==> config.mk <==
export PLATFORM = sky130hd
export DESIGN_NAME = uart_print_arbiter_flat
export DESIGN_NICKNAME = d
export VERILOG_FILES = /design/src/rtl/uart_print_arbiter_if.sv /design/src/rtl/uart_print_arbiter.sv /design/src/flat_wrapper.sv
export SDC_FILE = /design/constraint.sdc
export NUM_CORES = 1
export LEC_CHECK = 0
export CORE_UTILIZATION = 35
export DETAILED_ROUTE_END_ITERATION = 7
export GPL_ROUTABILITY_DRIVEN = 1
export SYNTH_ARGS = -nofsm -noshare
export SYNTH_HDL_FRONTEND = slang
export SYNTH_SLANG_ARGS = --single-unit
==> constraint.sdc <==
create_clock -name I_clk -period 4.01 [get_ports I_clk]
set_input_delay 0.6015 -clock I_clk [delete_from_list [all_inputs] [get_ports I_clk]]
set_output_delay 0.6015 -clock I_clk [all_outputs]
set_load 0.02 [all_outputs]
==> src/rtl/uart_print_arbiter_if.sv <==
// Bundle between the debug requesters / UART byte transmitter and the print arbiter.
// Bytes move on any rising edge with O_tx_valid && I_tx_ready; O_tx_data holds otherwise; requesters hold I_req_valid/data until their O_req_ready pulse.
interface uart_print_arbiter_if #(
  parameter int NUM_REQ = 4,
  parameter int DATA_W  = 32
);
  localparam int ID_W = (NUM_REQ > 1) ? $clog2(NUM_REQ) : 1;

  logic [NUM_REQ-1:0]        I_req_valid;
  logic [NUM_REQ*DATA_W-1:0] I_req_data;
  logic [NUM_REQ-1:0]        O_req_ready;
  logic [7:0]                O_tx_data;
  logic                      O_tx_valid;
  logic                      I_tx_ready;
  logic                      O_busy;
  logic [ID_W-1:0]           O_grant_id;
  logic                      O_dbg_state;

  modport slave (
    input  I_req_valid, I_req_data, I_tx_ready,
    output O_req_ready, O_tx_data, O_tx_valid, O_busy, O_grant_id, O_dbg_state
  );

  modport master (
    output I_req_valid, I_req_data, I_tx_ready,
    input  O_req_ready, O_tx_data, O_tx_valid, O_busy, O_grant_id, O_dbg_state
  );
endinterface

==> src/rtl/uart_print_arbiter.sv <==
// Round-robin share of one UART byte channel; each granted value is printed
// as "<tag>:<uppercase hex>\r\n", MSB nibble first.
module uart_print_arbiter #(
  parameter int          NUM_REQ  = 4,
  parameter int          DATA_W   = 32,
  parameter logic [7:0]  TAG_BASE = 8'h41
) (
  input  logic               I_clk,
  input  logic               I_rst,
  uart_print_arbiter_if.slave bus
);
  localparam int ID_W  = (NUM_REQ > 1) ? $clog2(NUM_REQ) : 1;
  localparam int NIBS  = DATA_W / 4;
  localparam int LEN   = NIBS + 4;
  localparam int IDX_W = $clog2(LEN);

  localparam logic [IDX_W-1:0] IDX_COLON = IDX_W'(1);
  localparam logic [IDX_W-1:0] IDX_DIG0  = IDX_W'(2);
  localparam logic [IDX_W-1:0] IDX_CR    = IDX_W'(LEN - 2);
  localparam logic [IDX_W-1:0] IDX_LF    = IDX_W'(LEN - 1);

  typedef enum logic {IDLE = 1'b0, SEND = 1'b1} state_t;

  state_t             state_q, state_d;
  logic [ID_W-1:0]    ptr_q, ptr_d;
  logic [ID_W-1:0]    gnt_q, gnt_d;
  logic [DATA_W-1:0]  data_q, data_d;
  logic [IDX_W-1:0]   idx_q, idx_d;
  logic [NUM_REQ-1:0] rdy_q, rdy_d;

  logic               found;
  logic [ID_W-1:0]    pick;
  logic [NUM_REQ-1:0] rot;
  int                 cand;
  logic [3:0]         nib;
  logic [7:0]         hex_byte;
  logic [7:0]         tx_byte;

  // First valid requester after the pointer, wrapping at NUM_REQ.
  always_comb begin
    found = 1'b0;
    pick  = ptr_q;
    rot   = '0;
    cand  = 0;
    for (int k = 1; k <= NUM_REQ; k++) begin
      cand = int'(ptr_q) + k;
      if (cand >= NUM_REQ) cand = cand - NUM_REQ;
      rot = bus.I_req_valid >> cand;
      if (!found && rot[0]) begin
        found = 1'b1;
        pick  = ID_W'(cand);
      end
    end
  end

  // The captured payload shifts left per accepted digit, so the top nibble is always next.
  assign nib      = data_q[DATA_W-1 -: 4];
  assign hex_byte = (nib < 4'd10) ? (8'h30 + {4'h0, nib}) : (8'h37 + {4'h0, nib});

  always_comb begin
    tx_byte = hex_byte;
    if (idx_q == '0)             tx_byte = TAG_BASE + 8'(gnt_q);
    else if (idx_q == IDX_COLON) tx_byte = 8'h3A;
    else if (idx_q == IDX_CR)    tx_byte = 8'h0D;
    else if (idx_q == IDX_LF)    tx_byte = 8'h0A;
  end

  always_ff @(posedge I_clk) begin
    if (I_rst) begin
      state_q <= IDLE;
      ptr_q   <= ID_W'(NUM_REQ - 1);
      gnt_q   <= '0;
      data_q  <= '0;
      idx_q   <= '0;
      rdy_q   <= '0;
    end else begin
      state_q <= state_d;
      ptr_q   <= ptr_d;
      gnt_q   <= gnt_d;
      data_q  <= data_d;
      idx_q   <= idx_d;
      rdy_q   <= rdy_d;
    end
  end

  always_comb begin
    state_d = state_q;
    ptr_d   = ptr_q;
    gnt_d   = gnt_q;
    data_d  = data_q;
    idx_d   = idx_q;
    rdy_d   = '0;
    case (state_q)
      IDLE: begin
        if (found) begin
          state_d = SEND;
          ptr_d   = pick;
          gnt_d   = pick;
          data_d  = DATA_W'(bus.I_req_data >> (int'(pick) * DATA_W));
          idx_d   = '0;
          rdy_d   = NUM_REQ'(1) << pick;
        end
      end
      SEND: begin
        if (bus.I_tx_ready) begin
          if (idx_q == IDX_LF) begin
            state_d = IDLE;
            idx_d   = '0;
          end else begin
            idx_d = idx_q + 1'b1;
          end
          if (idx_q >= IDX_DIG0 && idx_q < IDX_CR) data_d = data_q << 4;
        end
      end
      default: state_d = IDLE;
    endcase
  end

  assign bus.O_tx_valid  = (state_q == SEND);
  assign bus.O_busy      = (state_q == SEND);
  assign bus.O_tx_data   = (state_q == SEND) ? tx_byte : 8'h00;
  assign bus.O_req_ready = rdy_q;
  assign bus.O_grant_id  = gnt_q;
  assign bus.O_dbg_state = state_q;
endmodule

==> src/flat_wrapper.sv <==
// flat-port wrapper written by rule: the top's interface ports become plain ports
module uart_print_arbiter_flat 
#(
  parameter int          NUM_REQ  = 4,
  parameter int          DATA_W   = 32,
  parameter logic [7:0]  TAG_BASE = 8'h41
)
  (I_clk, I_rst, bus_I_req_valid, bus_I_req_data, bus_I_tx_ready, bus_O_req_ready, bus_O_tx_data, bus_O_tx_valid, bus_O_busy, bus_O_grant_id, bus_O_dbg_state);
  uart_print_arbiter_if #(.NUM_REQ(NUM_REQ), .DATA_W(DATA_W)) bus_i ();
  input  logic I_clk;
  input  logic I_rst;
  input wire logic [$bits(bus_i.I_req_valid)-1:0] bus_I_req_valid;
  input wire logic [$bits(bus_i.I_req_data)-1:0] bus_I_req_data;
  input wire logic [$bits(bus_i.I_tx_ready)-1:0] bus_I_tx_ready;
  output wire logic [$bits(bus_i.O_req_ready)-1:0] bus_O_req_ready;
  output wire logic [$bits(bus_i.O_tx_data)-1:0] bus_O_tx_data;
  output wire logic [$bits(bus_i.O_tx_valid)-1:0] bus_O_tx_valid;
  output wire logic [$bits(bus_i.O_busy)-1:0] bus_O_busy;
  output wire logic [$bits(bus_i.O_grant_id)-1:0] bus_O_grant_id;
  output wire logic [$bits(bus_i.O_dbg_state)-1:0] bus_O_dbg_state;
  assign bus_i.I_req_valid = bus_I_req_valid;
  assign bus_i.I_req_data = bus_I_req_data;
  assign bus_i.I_tx_ready = bus_I_tx_ready;
  assign bus_O_req_ready = bus_i.O_req_ready;
  assign bus_O_tx_data = bus_i.O_tx_data;
  assign bus_O_tx_valid = bus_i.O_tx_valid;
  assign bus_O_busy = bus_i.O_busy;
  assign bus_O_grant_id = bus_i.O_grant_id;
  assign bus_O_dbg_state = bus_i.O_dbg_state;
  uart_print_arbiter #(.NUM_REQ(NUM_REQ), .DATA_W(DATA_W), .TAG_BASE(TAG_BASE)) u_core (.I_clk(I_clk), .I_rst(I_rst), .bus(bus_i));
endmodule
==> results of run 1 <==
-- critical path: stages (launching register included) --
cell and delay, ns:
dfxtp_1 0.52, inv_1 0.15, ha_1 0.38, a21bo_2 0.24
o21ai_0 0.10, a2111oi_2 0.58, o31a_2 0.67, o21ai_0 0.38
a31oi_1 0.20
-- cells in the mapped netlist, types with 2 or more instances --
cell      instances  area share
o32ai_1           5      0.0094
dfxtp_1          45        0.19
xnor2_1           4      0.0075
o22ai_1           3      0.0040
a21oi_1         145        0.15
nor3_1           22       0.024
nand3_1           8      0.0086
and3_1            7      0.0094
mux2i_1           4      0.0086
mux2_2            2      0.0048
a31oi_1          28       0.037
o31ai_1           3      0.0048
o221ai_1         25       0.047
nand2_1         278        0.22
nor2_1           14       0.011
o21ai_1          11       0.012
ha_1             11       0.029
buf_4             7       0.011
a211o_1           2      0.0037
buf_2             9      0.0096
nor2b_1           2      0.0027
o21ai_0          70       0.075
clkbuf_1         54       0.043
inv_1             9      0.0072
-- state kept, by name, indices dropped and copies added (netlist names) --
name	count
u_core.bus.O_busy	1
u_core.bus.O_grant_id	2
u_core.bus.O_req_ready	4
u_core.data_q	32
u_core.idx_q	4
u_core.ptr_q	2
-- metal layers --
metal  vias to the layer above  global-route usage  share of wire
met4                         2              0.0689          0.020
met5                         -                   0        0.00079
met3                        24              0.0397          0.065
li1                       2978                   -              -
met1                      2766               0.324           0.46
met2                       234               0.384           0.46
-- power by group through the flow --
stage          Sequential (W)  Combinational (W)  Clock (W)
2_1_floorplan        0.000777            0.00276          0
3_3_place_gp         0.000832            0.00374          0
3_5_place_dp         0.000836            0.00379          0
4_1_cts              0.000829            0.00381   0.000548
5_1_grt              0.000856            0.00428   0.000566
6_report             0.000831            0.00379   0.000542
-- worst max path at each step --
stage / to / cells past startpoint
finish: u_core.data_q[7] / 8
global route: u_core.data_q[7] / 8
CTS: u_core.data_q[7] / 8
detailed placement: u_core.data_q[7] / 7
global placement: u_core.data_q[7] / 7
floorplan: u_core.data_q[2] / 12
-- kinds of logic (layout without fill, tap and decap cells) --
| logic type | Yosys count | after routing | share of synthesized area |
|---|---|---|---|
| simple gates | 337 | 337 | 0.289 |
| buf+inv | 81 | 176 | 0.0732 |
| flops | 45 | 45 | 0.192 |
| xor+xnor | 4 | 4 | 0.00748 |
| fa+ha+maj | 11 | 11 | 0.0294 |
| mux | 8 | 8 | 0.0230 |
| other cells | 1 | 1 | 0.000801 |
| compound gates | 306 | 306 | 0.385 |
-- cell type report --
class	instances	area, sq um
clock buffers	5	125
clock inverters	3	65.1
fillers	1329	6440
inverters	10	40.0
multi-input cells	667	3450
flip-flops and latches	45	905
well taps	172	215
repair buffers	158	1590
-- metrics by stage --
step           hold WS (ns)  cell area, sq um
2_1_floorplan         0.442              4680
3_3_place_gp          0.473              6200
3_5_place_dp          0.474              6200
4_1_cts               0.483              6390
5_1_grt               0.505              6390
6_report              0.482              6390
==> flow_metrics.tcl, run 1 <==
set metrics [dict create \
    min_to "u_core.bus.O_grant_id[1]" \
    worstSetupPathType "flop to flop" \
    start_util 0.365 \
    cap_violations 0 \
    dp.cells 1052 \
    nNetsFinal 1033 \
    relSlewSlack 0.180 \
    yosys.cell_types.count 49 \
    viasPerCell 5.66 \
    synth-edff-count 0 \
    fmax_mhz 301 \
    num_vias 6004 \
    chipHeight_um 118 \
    setup_viol 0 \
    cts_tree "yes" \
    grt_max_degree 131 \
    dieArea_sq_um 13800 \
    end_kind "flop" \
    worstReg2RegEnd "u_core.data_q[7]" \
    r2r-start "u_core.ptr_q[1]" \
    hpwl_mm 11.4 \
    skew_ns 0.00612 \
    syn-num-nets 939 \
    cts_setup_buffers 0 \
    core_sq_um 12800 \
    ys.flop_type "dfxtp_1" \
    final_layout_size_suffix_gt1_frac 0.0372 \
    ys_seq_elements 45 \
    io_buffers 150 \
    p_sw_w 0.00283 \
    slew_viol_final 0 \
    crit_fanout 35 \
    final_common_cell "nand2_1" \
    yosys_warnings 0 \
    worst_slack_ns 0.689 \
    hold_path.class "flop to flop" \
    power_leakage_nw 2.44 \
    hold_start "u_core.bus.O_grant_id[1]" \
    antenna_found_initial 1 \
    netlist_instances 793 \
    p_per_area_nw_per_um2 807 \
    drt_wl_total_mm 16.5 \
    period_minus_slack_ns 3.32 \
    die-width_um 118 \
    swShare 0.549 \
    hold_viol_final 0 \
    post-route-period-util 0.828 \
    clk_pin_slew_ns 0.07 \
    synthToLayoutAreaGrowth_pct 36.5 \
    stdcell_count 1060 \
    clk-insertion-delay-late_ns 0.29 \
    p_comb_frac 0.734 \
    worstHoldPathCells 2 \
    final_cell_mix "nand2_1 (278), clkdlybuf4s50_1 (150), a21oi_1 (145)" \
    arrival_ns 3.54 \
    r2r_cells 8 \
    synthArstFlopShare 0 \
    ctsHoldBuffers 0 \
    drc 0 \
    pwr-share-seq 0.161 \
    dr.first_iter.drc_count 465 \
    r2r_slack_ns 0.69 \
    worst_ep_required_time_ns 4.23 \
    finalWeightedCongestion 0.829 \
    design_power_total_w 0.00516 \
    postLayoutCoreUtil 0.498 \
    cts_resized 0 \
    grt_pass1_vias 5465 \
    worst_pin_slew_ns 1.23 \
    numCtsBuffers 5 \
    dp_slack_ns 0.461 \
    avgSynthCellArea_sq_um 5.90 \
    postRouteAntennaNets 0 \
    ir_drop_mv 0.365 \
    dr.pass1.iters 5 \
    ys_seq_area_frac 0.192 \
    grt_use_total 0.238 \
    row_count 41 \
    grt_pass1_wl_mm 27.3 \
    status "complete, no violations" \
    crit_start "u_core.ptr_q[1]" \
    cts.path.max_buffers 2 \
    cts.sinks 45 \
    rsz0062_at_grt "false" \
    p_int_w 0.00233 \
    ioPinCount 152 \
    diodes 0 \
    netlist_area_sq_um 4680 \
    h-tree-depth 2 \
    cts-root-buf "clkbuf_16" \
    fin_setup_tns_ns 0 \
    worst_setup_path_start_kind "flop" \
    power_frac_clock 0.105 \
    grt-ovfl-total 0 \
    routedWlPerCell_um 15.6 \
]
(Power assumes the default switching activity.)
==> inputs of run 2 (changes only) <==
==> constraint.sdc (replaced) <==
create_clock -name I_clk -period 3.4 [get_ports I_clk]
set_input_delay 0.51 -clock I_clk [delete_from_list [all_inputs] [get_ports I_clk]]
set_output_delay 0.51 -clock I_clk [all_outputs]
set_load 0.02 [all_outputs]
==> flow_metrics.tcl, run 2 (synthesis gave the netlist of run 1 again) <==
set metrics [dict create \
    status "complete, no violations" \
    grt_use_total 0.235 \
    grt_max_degree 93 \
    clk_pin_slew_ns 0.07 \
    postRouteAntennaNets 0 \
    cts_setup_buffers 0 \
    end_kind "flop" \
    cts.path.max_buffers 2 \
    cts_tree "yes" \
    ioPinCount 152 \
    path_cells "inv_4 > ha_1 > o311ai_0 > o32ai_1 > o31ai_4 > buf_4 > o21ai_0 > a31oi_1" \
    chipHeight_um 118 \
    worst_ep_required_time_ns 3.62 \
    routedWlPerCell_um 15.3 \
    worst_setup_path_start_kind "flop" \
    register_area_sq_um 905 \
    viasPerCell 5.57 \
    drt_wl_total_mm 16.4 \
    dr.first_iter.drc_count 660 \
    dieArea_sq_um 13800 \
    antenna_found_initial 2 \
    io_buffers 150 \
    setup_viol 0 \
    crit_fanout 24 \
    worst_slack_ns 0.310 \
    ctsHoldBuffers 0 \
    h-tree-depth 2 \
    dpl_cell_area_sq_um 6260 \
    cpPeakStageDelay_ns 0.88 \
    p_per_area_nw_per_um2 955 \
    final_common_cell "nand2_1" \
    num_vias 5962 \
    dp_slack_ns 0.0988 \
    fmax_mhz 324 \
    fin_setup_tns_ns 0 \
    largest_register_ffs 32 \
    fin_area_sq_um 6450 \
    cap_violations 0 \
    numCtsBuffers 5 \
    grt_pass1_wl_mm 27.3 \
    post-route-period-util 0.909 \
    cts_resized 0 \
    grt_pass1_vias 5466 \
    synthToLayoutAreaGrowth_pct 37.7 \
    hold_viol_final 0 \
    relSlewSlack 0.325 \
    finalWeightedCongestion 0.828 \
    path_buf_inv 2 \
    arrival_ns 3.31 \
    ir_drop_mv 0.516 \
    drc 0 \
    nNetsFinal 1043 \
    critPathSlowestCell "o31ai_4" \
    hpwl_mm 11.7 \
    multiInputGateArea_sq_um 3450 \
    cts-root-buf "clkbuf_16" \
    die-width_um 118 \
    largest_register "u_core.data_q" \
    cp_top_family "compound AO/OA/AOI/OAI gates" \
    rsz0062_at_grt "false" \
    clk-insertion-delay-late_ns 0.29 \
    worstSetupPathType "flop to flop" \
    dr.pass1.iters 6 \
    cts.sinks 45 \
    final_cell_mix "nand2_1 (278), clkdlybuf4s50_1 (150), a21oi_1 (145)" \
    hold_path.class "flop to flop" \
    skew_ns 0.00628 \
    final_layout_size_suffix_gt1_frac 0.0479 \
    fillCellCount 1322 \
    power_leakage_nw 2.48 \
    grt-ovfl-total 0 \
    start_util 0.365 \
    slew_viol_final 0 \
    period_minus_slack_ns 3.09 \
    core_sq_um 12800 \
    row_count 41 \
    worst_pin_slew_ns 1.01 \
]
==> run 2: cell count changes in the layout (fill, tap and decap cells not counted) <==
| cell | before | now |
|---|---|---|
| buf_4 | 6 | 17 |
| bufinv_16 | 2 | 1 |
| clkbuf_16 | 5 | 6 |
| buf_12 | 2 | 1 |
| diode_2 | 0 | 1 |
==> run 2: worst paths after layout <==
path                    start  cells after the start  slack, ns                end
max reg2reg   u_core.ptr_q[0]                      8       0.31  u_core.data_q[29]
min          u_core.data_q[3]                      2       0.49   u_core.data_q[3]
min reg2reg  u_core.data_q[3]                      2       0.49   u_core.data_q[3]
max           u_core.ptr_q[0]                      8       0.31  u_core.data_q[29]
==> run 2: layout make-up <==
| class | count | share of cell area |
|---|---|---|
| multi-input cells | 667 | 0.535 |
| repair buffers | 168 | 0.256 |
| flip-flops and latches | 45 | 0.140 |
| well taps | 172 | 0.0334 |
| clock buffers | 6 | 0.0233 |
| inverters | 10 | 0.00621 |
| clock inverters | 2 | 0.00543 |
| diodes | 1 | 0.000388 |
==> run 2: power breakdown <==
| part | leakage (nW) | switching (W) | internal, W |
|---|---|---|---|
| logic | 2.02 | 0.00295 | 0.00163 |
| clock network | 0.0920 | 0.000215 | 0.000391 |
| registers | 0.372 | 0.000228 | 0.000749 |
==> run 2: worst reg2reg max path, stage by stage (launching register included) <==
cell and delay, ns:
dfxtp_4 0.52, inv_4 0.08, ha_1 0.38, o311ai_0 0.37, o32ai_1 0.22, o31ai_4 0.88, buf_4 0.31, o21ai_0 0.11
a31oi_1 0.16
==> run 2: per-stage QoR <==
stage / std cells / hold WS [ns] / total power (W) / util
2_1_floorplan: 793 / 0.442 / 0.00417 / -
3_3_place_gp: 1062 / 0.483 / 0.00548 / 0.488
3_5_place_dp: 1062 / 0.487 / 0.00553 / 0.488
4_1_cts: 1070 / 0.496 / 0.00615 / 0.503
5_1_grt: 1071 / 0.526 / 0.00675 / 0.503
6_report: 1071 / 0.495 / 0.00616 / 0.503
==> run 2: metal layers <==
metal / share of wire / up-vias / track usage / wire [um]
met4: 0.0085 / 2 / 0.0465 / 140
met3: 0.068 / 15 / 0.0363 / 1120
met1: 0.45 / 2692 / 0.316 / 7390
met5: 0.00073 / - / 0 / 12
li1: - / 2996 / - / -
met2: 0.47 / 257 / 0.393 / 7750
==> inputs of run 3 (changes only) <==
--- a/config.mk
+++ b/config.mk
@@ -5,9 +5,10 @@
 export SDC_FILE = /design/constraint.sdc
 export NUM_CORES = 1
 export LEC_CHECK = 0
-export CORE_UTILIZATION = 35
+export CORE_UTILIZATION = 51
 export DETAILED_ROUTE_END_ITERATION = 7
 export GPL_ROUTABILITY_DRIVEN = 1
+export PLACE_DENSITY = 0.87
 export SYNTH_ARGS = -nofsm -noshare
 export SYNTH_HDL_FRONTEND = slang
 export SYNTH_SLANG_ARGS = --single-unit
==> constraint.sdc (replaced) <==
create_clock -name I_clk -period 3.75 [get_ports I_clk]
set_input_delay 0.5625 -clock I_clk [delete_from_list [all_inputs] [get_ports I_clk]]
set_output_delay 0.5625 -clock I_clk [all_outputs]
set_load 0.02 [all_outputs]
==> flow_metrics.tcl, run 3 (synthesis gave the netlist of run 1 again) <==
set metrics [dict create \
    p_per_area_nw_per_um2 847 \
    io_buffers 150 \
    numCtsBuffers 5 \
    start_util 0.532 \
    ioPinCount 152 \
    fin_area_sq_um 6230 \
    fin_setup_tns_ns 0 \
    postLayoutCoreUtil 0.708 \
    hold_viol_final 0 \
    cts-root-buf "clkbuf_8" \
    final_layout_size_suffix_gt1_frac 0.0349 \
    synthToLayoutAreaGrowth_pct 33.1 \
    routedWlPerCell_um 15.8 \
    grt_max_degree 131 \
    end_kind "flop" \
    hpwl_mm 10.5 \
    postRouteAntennaNets 0 \
    drc 16 \
    cts_setup_buffers 0 \
    dpl_cell_area_sq_um 6100 \
    grt_pass1_wl_mm 24.9 \
    cap_violations 0 \
    clk_pin_slew_ns 0.08 \
    cts.sinks 45 \
    chipHeight_um 97.8 \
    power_leakage_nw 2.40 \
    largest_register_ffs 32 \
    grt_use_total 0.312 \
    worst_setup_path_start_kind "flop" \
    period_minus_slack_ns 3.54 \
    crit_fanout 45 \
    nNetsFinal 1033 \
    cts_resized 0 \
    hold_path.class "flop to flop" \
    final_cell_mix "nand2_1 (278), clkdlybuf4s50_1 (150), a21oi_1 (145)" \
    dr.pass1.iters 8 \
    slew_viol_final 0 \
    fmax_mhz 283 \
    core_sq_um 8810 \
    violations "design-rule violations" \
    diodes 0 \
    status "complete, but fails checks" \
    ctsHoldBuffers 0 \
    clk-insertion-delay-late_ns 0.30 \
    final_common_cell "nand2_1" \
    die-width_um 97.8 \
    viasPerCell 6.19 \
    rsz0062_at_grt "false" \
    grt-ovfl-total 0 \
    antenna_found_initial 0 \
    post-route-period-util 0.943 \
    whs_ns 0.479 \
    h-tree-depth 2 \
    grt_pass1_vias 5429 \
    setup_viol 0 \
    largest_register "u_core.data_q" \
    skew_ns 0.00315 \
    dr.first_iter.drc_count 665 \
    drt_wl_total_mm 15.7 \
    worst_ep_required_time_ns 3.98 \
    arrival_ns 3.76 \
    finalWeightedCongestion 0.830 \
    relSlewSlack 0.174 \
    row_count 34 \
    num_vias 6161 \
    ir_drop_mv 1.21 \
    dieArea_sq_um 9570 \
    worst_pin_slew_ns 1.24 \
    worstSetupPathType "flop to flop" \
    cts.path.max_buffers 2 \
    cts_tree "yes" \
]
run 3: worst max-delay path: stages, from the launching register on:
cell     delay, ns
dfxtp_4       0.41
buf_4         0.43
ha_1          0.21
nor2b_1       0.29
nor3_4        0.14
o32ai_1       1.01
o31a_4        0.52
o21ai_0       0.27
a31oi_1       0.18
run 3: final timing paths:
check / startpoint / end / slack [ns] / cells after the start
worst min-delay path: u_core.bus.O_grant_id[1] / u_core.bus.O_grant_id[1] / 0.48 / 2
worst max-delay path: u_core.ptr_q[0] / u_core.data_q[7] / 0.21 / 8
worst max register to register: u_core.ptr_q[0] / u_core.data_q[7] / 0.21 / 8
worst min register to register: u_core.bus.O_grant_id[1] / u_core.bus.O_grant_id[1] / 0.48 / 2
run 3: stage by stage:
| stage | setup WS (ns) | instances | power (W) |
|---|---|---|---|
| after floorplan | 0.536 | 793 | 0.00378 |
| after global routing | 0.0317 | 995 | 0.00575 |
| final | 0.213 | 995 | 0.00528 |
| after CTS | 0.129 | 994 | 0.00510 |
| after global placement | 0.277 | 987 | 0.00468 |
| after detailed placement | 0.118 | 987 | 0.00478 |
run 3: power breakdown:
part | total [W] | internal, W | switching, W
combinational | 0.00410 | 0.00142 | 0.00268
sequential | 0.000878 | 0.000678 | 0.000199
clock | 0.000309 | 0.000147 | 0.000162
run 3: final cells by class:
| cell class | count | area, sq um |
|---|---|---|
| multi-input combinational | 668 | 3500 |
| timing repair buffer | 157 | 1570 |
| inverter | 10 | 38.8 |
| sequential | 45 | 905 |
| tap | 108 | 135 |
| clock buffer | 7 | 86.3 |
| fill | 741 | 2570 |
run 3: routing by layer:
layer | track usage | up-vias | share of wire | wire (um)
met1 | 0.399 | 2849 | 0.42 | 6630
met4 | 0.0991 | 0 | 0.014 | 223
li1 | - | 2979 | - | -
met2 | 0.536 | 315 | 0.48 | 7530
met5 | 0 | - | 0 | 0
met3 | 0.0508 | 18 | 0.085 | 1340
